==> config.mk <==
export PLATFORM = sky130hd
export DESIGN_NAME = game_tick_scheduler
export DESIGN_NICKNAME = d
export VERILOG_FILES = /design/src/rtl/pong_pkg.sv /design/src/rtl/phase_watchdog.sv /design/src/rtl/game_tick_scheduler.sv
export SDC_FILE = /design/constraint.sdc
export NUM_CORES = 1
export LEC_CHECK = 0
export CAP_MARGIN = 5
export CORE_MARGIN = 2
export CORE_UTILIZATION = 57
export CTS_BUF_LIST = sky130_fd_sc_hd__clkbuf_8
export DETAILED_ROUTE_END_ITERATION = 7
export PLACE_DENSITY = 0.95
export SETUP_SLACK_MARGIN = 0.05
export SYNTH_ARGS = -nofsm -noshare
export SYNTH_HDL_FRONTEND = slang
export SYNTH_SLANG_ARGS = --single-unit
==> constraint.sdc <==
create_clock -name fastclk -period 3.9 [get_ports fastclk]
set_input_delay 0.78 -clock fastclk [delete_from_list [all_inputs] [get_ports fastclk]]
set_output_delay 0.78 -clock fastclk [all_outputs]
set_load 0.05 [all_outputs]
==> src/rtl/pong_pkg.sv <==
// Shared Pong types: the tick scheduler's states, the fixed game-logic phase order
// and the helper that steps from one phase to the next.
package pong_pkg;

  localparam int NPHASE = 4;

  typedef enum logic [1:0] {
    IDLE   = 2'd0,
    ISSUE  = 2'd1,
    WAIT   = 2'd2,
    FINISH = 2'd3
  } sched_state_t;

  typedef enum logic [1:0] {
    PH_PADDLE  = 2'd0,
    PH_BALL    = 2'd1,
    PH_COLLIDE = 2'd2,
    PH_SCORE   = 2'd3
  } phase_t;

  function automatic phase_t next_phase(input phase_t p);
    return phase_t'(p + 2'd1);
  endfunction

endpackage

==> src/rtl/phase_watchdog.sv <==
// Per-phase stall watchdog: counts enabled cycles since the last clear and flags the
// TIMEOUT-th one combinationally; holds its count once expired, with no backpressure.
module phase_watchdog #(
  parameter int TIMEOUT = 1024
) (
  input  logic fastclk,
  input  logic reset,
  input  logic clear,
  input  logic enable,
  output logic expired
);

  localparam int W = (TIMEOUT > 1) ? $clog2(TIMEOUT) : 1;
  localparam logic [W-1:0] LAST = W'(TIMEOUT - 1);

  logic [W-1:0] count;

  always_ff @(posedge fastclk or negedge reset) begin
    if (!reset) begin
      count <= '0;
    end else if (clear) begin
      count <= '0;
    end else if (enable && !expired) begin
      count <= count + 1'b1;
    end
  end

  // Count holds the number of WAIT cycles already spent, so this is the last allowed one.
  assign expired = (count == LAST);

endmodule

==> src/rtl/game_tick_scheduler.sv <==
// Runs one Pong frame per accepted tick: paddle, ball, collide, score, each as ISSUE then WAIT;
// 1-cycle start-to-strobe latency; ticks arriving while busy are dropped and counted.
module game_tick_scheduler
  import pong_pkg::*;
#(
  parameter int TIMEOUT = 1024
) (
  input  logic              fastclk,
  input  logic              reset,
  input  logic              tick,
  input  logic              pause,
  input  logic [NPHASE-1:0] done,
  output logic [NPHASE-1:0] start,
  output logic [1:0]        phase,
  output logic              busy,
  output logic              frame_done,
  output logic              timeout_err,
  output logic [7:0]        overrun_cnt
);

  sched_state_t state, state_nxt;
  phase_t       phase_q, phase_nxt;
  logic         wd_clear, wd_enable, wd_expired;
  logic         unit_done;
  logic         timeout_nxt;

  assign unit_done = done[phase_q];
  assign phase     = phase_q;

  phase_watchdog #(
    .TIMEOUT(TIMEOUT)
  ) u_watchdog (
    .fastclk (fastclk),
    .reset   (reset),
    .clear   (wd_clear),
    .enable  (wd_enable),
    .expired (wd_expired)
  );

  always_ff @(posedge fastclk or negedge reset) begin
    if (!reset) begin
      state   <= IDLE;
      phase_q <= PH_PADDLE;
    end else begin
      state   <= state_nxt;
      phase_q <= phase_nxt;
    end
  end

  always_comb begin
    state_nxt   = state;
    phase_nxt   = phase_q;
    timeout_nxt = 1'b0;
    start       = '0;
    busy        = 1'b1;
    frame_done  = 1'b0;
    wd_clear    = 1'b0;
    wd_enable   = 1'b0;
    case (state)
      IDLE: begin
        busy = 1'b0;
        if (tick && !pause) begin
          state_nxt = ISSUE;
          phase_nxt = PH_PADDLE;
        end
      end
      ISSUE: begin
        start[phase_q] = 1'b1;
        wd_clear       = 1'b1;
        state_nxt      = WAIT;
      end
      WAIT: begin
        wd_enable = 1'b1;
        // A unit finishing on the watchdog's last cycle still counts as a clean finish.
        if (unit_done || wd_expired) begin
          timeout_nxt = !unit_done;
          if (phase_q == PH_SCORE) begin
            state_nxt = FINISH;
          end else begin
            state_nxt = ISSUE;
            phase_nxt = next_phase(phase_q);
          end
        end
      end
      FINISH: begin
        frame_done = 1'b1;
        state_nxt  = IDLE;
        phase_nxt  = PH_PADDLE;
      end
      default: begin
        state_nxt = IDLE;
        phase_nxt = PH_PADDLE;
      end
    endcase
  end

  always_ff @(posedge fastclk or negedge reset) begin
    if (!reset) begin
      timeout_err <= 1'b0;
      overrun_cnt <= '0;
    end else begin
      timeout_err <= timeout_nxt;
      if (tick && (state != IDLE) && (overrun_cnt != 8'hFF)) begin
        overrun_cnt <= overrun_cnt + 8'd1;
      end
    end
  end

endmodule

# Word level (Yosys, flattened, before mapping)
# Cells that the tools add are included.
[op_classes]
muxes = 21
magnitude_cmp = 2
n_addsub = 3
reduce_logical = 15
eq_ne = 9
[op_table]
columns = ["cell", "n"]
rows = [
  ["two-way mux 10 bit", 2],
  ["two-way mux 2 bit", 6],
  ["adder 10 x 1 -> 10 bit, second input constant", 1],
  ["equality test 10 bit, second input constant", 1],
  ["adder 8 x 1 -> 8 bit, second input constant", 1],
  ["two-way mux 1 bit", 8],
  ["!= test 8 bit, second input constant", 1],
  ["case mux 2 bit (4 select lines)", 1],
  ["equality test 2 bit, second input constant", 3],
  ["!= test 2 bit, second input constant", 3],
  ["case mux 2 bit (3 select lines)", 1],
  ["logical AND 1 bit", 5],
  ["two-way mux 4 bit", 1],
  ["AND reduction 4 bit", 1],
  ["nonzero test 2 bit", 2],
  ["zero test 1 bit", 3],
  ["less-than comparator 2 x 3 -> 1 bit, second input constant", 1],
  ["nonzero test 3 bit", 1],
  ["adder 2 x 1 -> 2 bit, second input constant", 1],
  ["binary-select mux 1 bit (select 2 bit)", 1],
  ["demux 1 bit (select 2 bit)", 1],
  ["equality test 2 x 1 -> 1 bit, second input constant", 1],
  ["greater-or-equal comparator 2 x 1 -> 1 bit, second input constant", 1],
  ["zero test 2 bit", 1],
  ["other kinds (2)", 2],
]
[word_totals]
reg_bits = 23
output_inout_bits = 17
word_cells = 55
input_bits = 8

# Depth between registers and ports, before layout
# Gate-level depths: netlist (run 1).
[depth]
depth_word = 5
ltp_mapped = 5
ltp_nobuf = 5

# Cells and area by module
# A second synthesis (run 1) with hierarchy kept.
[unflattened]
cells_unflattened = 128
hier_area_um2 = 1325.0
[by_module_without_submodules]
columns = ["module", "cells_each", "n_inst", "area_per_inst_um2", "seq_area_each_um2"]
rows = [
  ["game_tick_scheduler", 72, 1, 759.5, 325.3],
  ["phase_watchdog", 56, 1, 565.5, 250.2],
]

# Least setup slack after synthesis (run 1)
# No wires, ideal clock.
[synth_path]
path_kind = "register -> output"
from = "register phase_q[1], in the netlist phase[1]"
to = "output port start[3]"
t_arrival_ns = 1.400
n_path_buf = 0
stages_incl_launch_ff = 3
slack_ns = 1.720
required_ns = 3.120
cell_sequence = "dfrtp_1 > ha_1 > and2_1"
[synth_between]
elab_chain_len = 5
elab_cells_between_ends = 6
cone_classes = "order compare (2); mux (3); reduce/logical (1)"
[synth_rtl]
columns = ["item", "line_no", "rtl"]
rows = [
  ["start, declared", "game_tick_scheduler.sv:22", "phase_t phase_q, phase_nxt;"],
  ["start signal, assigned", "game_tick_scheduler.sv:46", "phase_q <= phase_nxt;"],
  ["less-than comparator 2 x 3 -> 1 bit (not written as such) / greater-or-equal comparator 2 x 1 -> 1 bit (equally long branches)", "game_tick_scheduler.sv:68", "start[phase_q] = 1'b1;"],
  ["logical AND 1 bit (not written as such)", "game_tick_scheduler.sv:68", ""],
  ["two-way mux 1 bit (not written as such)", "game_tick_scheduler.sv:68", ""],
  ["demux 1 bit (select 2 bit) *", "game_tick_scheduler.sv:68", ""],
  ["two-way mux 4 bit *", "game_tick_scheduler.sv:59", "case (state)"],
  ["end, declared", "game_tick_scheduler.sv:13", "output logic [NPHASE-1:0] start,"],
]
# Every way passes the cells marked *; elsewhere a longest branch is shown, timed or not.

# Final worst setup path (run 1)
[layout_path]
from = "register state[0]"
to = "output port start[2]"
[layout_between]
elab_chain_len = 2
[layout_rtl]
columns = ["item", "line_no", "rtl"]
rows = [
  ["start, declared", "game_tick_scheduler.sv:21", "sched_state_t state, state_nxt;"],
  ["start signal, assigned", "game_tick_scheduler.sv:45", "state <= state_nxt;"],
  ["equality test 2 x 1 -> 1 bit", "game_tick_scheduler.sv:59", ""],
  ["two-way mux 4 bit", "game_tick_scheduler.sv:59", ""],
]
# Every way passes these cells.

==> results by group, run 1 <==
Timing
  – Count of final setup violators: 0
  – Worst-Margin Slew: 996 ps
  – Max Clk Rate: 349 MHz
  – RSZ-0062 raised after global routing: false
  – Fin. Hold Viols: 0
  – Final period util: 0.735
  – Skew final: 3.92 ps
  – Fin Hold WS: 499 ps
  – Max-slew headroom: 0.334
  – Final WS setup: 1030 ps
  – Tmin final: 2870 ps
  – Pins Over Slew Limit: 0
  – Post-Route Setup TNS: 0 ps

Critical path
  – Crit Path Class: flop to output port
  – Arrival @ worst endpoint: 2090 ps
  – Crit. End Element: output port
  – Worst Path Max Fanout: 9
  – Worst EP required: 3120 ps
  – Slack of the worst reg-to-reg path: 2070 ps
  – Crit start category: flop

Place
  – Dpl hpwl: 2.03 mm
  – Placed insts: 171
  – Routability cong.: 0.843
  – Setup slack after placement: 1370 ps
  – # port buffers: 24

Logic synthesis
  – YS warnings: 0
  – Async set or reset register ratio after synthesis: 1.00
  – Post-synthesis area per instance: 10.2 um^2
  – Synth cell types: 40
  – Primary FF master, synth: dfrtp_1
  – Area leader, netlist: dfrtp_1
  – Area contributors post-synth: dfrtp_1 (46%), ha_1 (6.0%), nand2_1 (4.5%)
  – Most numerous cell in the Yosys netlist: dfrtp_1
  – Netlist Area Pre-Place: 1250 um^2
  – Yosys reg bits: 23
  – Yosys top cell area share: 0.460
  – Seq/Total Area, Yosys: 0.460
  – Most frequent cells after synthesis: dfrtp_1 (23), nand2_1 (15), nand3_1 (8)
  – Post-synthesis instance total: 123
  – Post-synth EDFFs: 0
  – Syn Nets: 137

Drt
  – First drt pass iteration count: 4
  – Routed Antenna Nets: 0
  – Vias per inst: 5.87
  – Routed WL: 2.73 mm
  – Drt initial violations: 18
  – DR vias: 1,028
  – DRC violations left: 0
  – Avg WL per Cell: 15.6 um

Floorplanning
  – Area of the die: 2590 um^2
  – Row cnt: 16
  – Die height: 50.9 um
  – Initial Utilization: 0.619
  – Chip Width: 50.9 um
  – I/O Pins: 25
  – Core area: 2020 um^2

Pwr
  – Leakage power: 0.663 nW
  – Worst vdd rail ir drop: 0.588 mV
  – Net Sw Power: 0.502 mW
  – Cell Pwr Density: 682 nW/um^2
  – Clock power share: 0.136
  – Final Power: 1.06 mW
  – Power share of the sequential group: 0.363
  – Logic pwr share: 0.501
  – Net Sw Frac: 0.473
  – Int Pwr: 0.560 mW

Global route
  – Global-route wire length before repair: 4.66 mm
  – Overflow left after global routing: 0
  – Total GRT Usage: 0.246
  – Initial antenna violation count: 0
  – Vias in the first global route: 1,003
  – Pin count of the biggest net entering global routing: 24

Worst hold path
  – Worst Hold Class: flop to flop

CTS
  – Setup bufs post-CTS: 0
  – CTS HTree Levels: 1
  – Clock sink count: 23
  – Post-cts resize count: 0
  – Root Buffer Master: clkbuf_8
  – Clk_lat worst skew: 270 ps
  – Clock buffer count from CTS: 3
  – Clock Path Buffers: 2
  – Worst-path clk slew: 80 ps
  – TritonCTS clock tree: done
  – Hold Buf Count CTS: 0

Run
  – Max cap viols: 0

Run status
  – Status: finished, final reports clean

Cells and area
  – Final net count: 163
  – Ant. Diodes: 0
  – Synth-to-Final Area Change: 24.5%
  – Finished Layout Cells: 175
  – Share of layout cells above drive strength 1: 0.0676
stage by stage:
step	utilization	area (um^2)
after floorplan	-	1250
after global placement	0.748	1510
after detailed placement	0.748	1510
after CTS	0.770	1560
after global routing	0.770	1560
final	0.770	1560
critical path: stages, from the launching register on:
cell             delay, ps
dfrtp_1                480
nor2b_1                350
and2_1                 180
clkdlybuf4s50_1        810
power groups by stage:
stage          combinational, mW  clock, mW  sequential [mW]
2_1_floorplan              0.257          0            0.490
3_3_place_gp               0.512          0            0.383
3_5_place_dp               0.529          0            0.388
4_1_cts                    0.534      0.145            0.385
5_1_grt                    0.568      0.158            0.398
6_report                   0.532      0.144            0.386
kinds of logic (layout without fill, tap and decap cells):
logic type,after synthesis,in the layout,synth area share
AOI/OAI and AO/OA,18,18,0.107
DFF,23,23,0.460
buffers and inverters,7,32,0.0220
and+or+nand+nor,55,55,0.233
adders and majority gates,6,6,0.0600
muxes,7,7,0.0690
xor gates and xnor gates,7,7,0.0490
routing by layer:
metal | up-vias | GRT usage | wire length [um]
li1 | 493 | - | -
met1 | 497 | 0.310 | 1200
met2 | 29 | 0.414 | 1340
met3 | 9 | 0.0643 | 123
met4 | 0 | 0.0766 | 68
met5 | - | 0 | 0
layout by cell type, fill, tap and decap left out, drive strengths merged, types with 2 or more instances in the layout:
cell            n
a21oi           3
and2            5
clkbuf          3
clkdlybuf4s50  24
dfrtp          23
ha              6
inv             5
mux2            3
mux2i           3
nand2          15
nand2b          3
nand3           8
nand4           2
nor2            5
nor3            5
nor4            4
o211ai          2
o21ai           3
o31ai           2
xor2            6
registers in the layout (all words and copies together), names as in the netlist:
register	count
u_watchdog.count	10
phase	2
state	2
timeout_err	1
overrun_cnt	8
path summary, 6_finish.rpt:
path,from,endpoint,depth (start not counted)
worst max register to register,state[0],u_watchdog.count[6],4
min in group asynchronous,reset,u_watchdog.count[2],1
worst max-delay path,state[0],start[2],3
worst min-delay path,overrun_cnt[7],overrun_cnt[7],1
max in group asynchronous,reset,u_watchdog.count[8],1
worst min register to register,overrun_cnt[7],overrun_cnt[7],1
cell type report:
| class | instances | area (um^2) |
|---|---|---|
| well taps | 27 | 33.8 |
| inverters | 4 | 15.0 |
| flip-flops and latches | 23 | 576 |
| multi-input cells | 93 | 648 |
| clock buffers | 3 | 41.3 |
| clock inverters | 1 | 3.75 |
| fillers | 132 | 464 |
| repair buffers | 24 | 240 |
(Power assumes the default switching activity.)
==> run 2: changes to the inputs <==
CORE_UTILIZATION = 47   (was 57)
PLACE_DENSITY = 0.87   (was 0.95)
clock period = 2.6 ns   (was 3.9 ns; I/O delays follow)
==> results by group, run 2 (same netlist as run 1, synthesis figures left out) <==
Run status
  – Status: finished, final reports clean (unchanged)

Pwr
  – Leakage power: 0.738 nW (was 0.663 nW)
  – Final Power: 1.60 mW (was 1.06 mW)
  – Worst vdd rail ir drop: 0.783 mV (was 0.588 mV)
  – Cell Pwr Density: 1010 nW/um^2 (was 682 nW/um^2)

Drt
  – DRC violations left: 0 (unchanged)
  – Routed Antenna Nets: 0 (unchanged)
  – Routed WL: 2.64 mm (was 2.73 mm)
  – First drt pass iteration count: 4 (unchanged)
  – Drt initial violations: 34 (was 18)
  – Vias per inst: 5.94 (was 5.87)
  – Avg WL per Cell: 14.7 um (was 15.6 um)
  – DR vias: 1,063 (was 1,028)

Floorplanning
  – Core area: 2500 um^2 (was 2020 um^2)
  – Row cnt: 18 (was 16)
  – I/O Pins: 25 (unchanged)
  – Initial Utilization: 0.501 (was 0.619)
  – Die height: 55.6 um (was 50.9 um)
  – Chip Width: 55.6 um (was 50.9 um)
  – Area of the die: 3090 um^2 (was 2590 um^2)

Timing
  – Count of final setup violators: 0 (unchanged)
  – Tmin final: 2320 ps
  – RSZ-0062 raised after global routing: false (unchanged)
  – Skew final: 5.71 ps (was 3.92 ps)
  – Pins Over Slew Limit: 0 (unchanged)
  – Fin. Hold Viols: 0 (unchanged)
  – Post-Route Setup TNS: 0 ps (unchanged)
  – Max-slew headroom: 0.657 (was 0.334)
  – Worst-Margin Slew: 513 ps (was 996 ps)
  – Max Clk Rate: 431 MHz
  – Final period util: 0.892

Global route
  – Initial antenna violation count: 0 (unchanged)
  – Total GRT Usage: 0.185 (was 0.246)
  – Pin count of the biggest net entering global routing: 24 (unchanged)
  – Global-route wire length before repair: 4.62 mm (was 4.66 mm)
  – Overflow left after global routing: 0 (unchanged)
  – Vias in the first global route: 1,059 (was 1,003)

Cells and area
  – Most frequent cells in the layout: dfrtp_1 (23), clkdlybuf4s50_1 (20), nand2_1 (15) (was clkdlybuf4s50_1 (24), dfrtp_1 (23), nand2_1 (15))
  – Most common cell after layout, fill and taps aside: dfrtp_1 (was clkdlybuf4s50_1)
  – Fin area: 1580 um^2 (was 1560 um^2)
  – Share of layout cells above drive strength 1: 0.0805 (was 0.0676)
  – Final net count: 164 (was 163)
  – Register with the most flip-flops: u_watchdog.count (unchanged)
  – Finished Layout Cells: 179 (was 175)
  – Synth-to-Final Area Change: 26.3% (was 24.5%)
  – Max reg flops: 10 (unchanged)
  – Ant. Diodes: 0 (unchanged)
  – Largest registers: u_watchdog.count x10, overrun_cnt x8 (unchanged)

Place
  – Dpl hpwl: 1.99 mm (was 2.03 mm)
  – DP Area: 1520 um^2 (was 1510 um^2)
  – Routability cong.: 0.849 (was 0.843)
  – Placed insts: 175 (was 171)
  – # port buffers: 24 (unchanged)

Critical path
  – Crit Path Class: flop to output port (unchanged)
  – Crit-path max cell delay: 700 ps (was 810 ps)
  – Arrival @ worst endpoint: 1800 ps (was 2090 ps)
  – Worst Path Max Fanout: 11 (was 9)
  – Crit-path slowest cell: clkdlybuf4s50_1 (unchanged)
  – Worst EP required: 2080 ps (was 3120 ps)
  – CP Cell Sequence: or2_2, clkdlybuf4s50_1 (was nor2b_1, and2_1, clkdlybuf4s50_1)
  – Crit start category: flop (unchanged)
  – Crit. End Element: output port (unchanged)

CTS
  – Post-cts resize count: 0 (unchanged)
  – CTS HTree Levels: 1 (unchanged)
  – Clk_lat worst skew: 270 ps (about the same)
  – Clock Path Buffers: 2 (unchanged)
  – Hold Buf Count CTS: 0 (unchanged)
  – TritonCTS clock tree: done (unchanged)
  – Clock sink count: 23 (unchanged)
  – Root Buffer Master: clkbuf_8 (unchanged)
  – Setup bufs post-CTS: 0 (unchanged)
  – Clock buffer count from CTS: 3 (unchanged)
  – Worst-path clk slew: 90 ps (was 80 ps)

Worst hold path
  – Worst Hold Class: flop to flop (unchanged)

Run
  – Max cap viols: 0 (unchanged)
-- run 2: cell types whose count changed in the layout (fill, tap and decap cells not counted), sizes merged --
| cell | change |
|---|---|
| clkinv | +1 |
| inv | -1 |
| clkdlybuf4s50 | -4 |
| buf | +1 |
| dlymetal6s2s | +4 |
-- run 2: metrics by stage --
stage | util | hold WS, ps | setup WS (ps)
floorplan | - | 224 | 659
global placement | 0.610 | 485 | 375
detailed placement | 0.610 | 496 | 372
CTS | 0.628 | 509 | 60.7
global route | 0.632 | 530 | 225
finish | 0.632 | 503 | 280
-- run 2: layout make-up --
type / instances / area [um^2]
flip-flops and latches: 23 / 576
clock inverters: 1 / 5.00
multi-input cells: 93 / 648
repair buffers: 25 / 258
fillers: 207 / 920
well taps: 30 / 37.5
inverters: 4 / 15.0
clock buffers: 3 / 41.3
-- run 2: critical path: cells and delay by family (launching register included) --
family | cells | cell delay (ps)
flops | 1 | 490
simple gates | 1 | 340
buf+inv | 1 | 700
-- run 2: final timing paths --
| path | to | start | cells past startpoint | slack (ps) |
|---|---|---|---|---|
| min in group asynchronous | overrun_cnt[5] | reset | 2 | 590 |
| max in group asynchronous | u_watchdog.count[4] | reset | 2 | 1780 |
| max | busy | state[1] | 2 | 280 |
| max reg2reg | u_watchdog.count[6] | state[1] | 4 | 740 |
| min reg2reg | overrun_cnt[7] | overrun_cnt[7] | 1 | 500 |
| min | overrun_cnt[7] | overrun_cnt[7] | 1 | 500 |
-- run 2: report_power, final --
part	switching, mW	internal [mW]	total (mW)	leakage (nW)
logic	0.499	0.292	0.791	0.406
registers	0.132	0.444	0.576	0.306
clock network	0.125	0.107	0.232	0.0255
-- run 2: metal layers --
layer | GRT usage | part of all wire
met5 | 0 | 0
met4 | 0.0627 | 0.020
met3 | 0.0442 | 0.057
met2 | 0.327 | 0.52
met1 | 0.221 | 0.40
==> run 3: changes to the inputs <==
SKIP_CTS_REPAIR_TIMING = 1   (was not set)
==> results of run 3 <==
The final DEF is identical to that of run 2; final timing and power are the same.
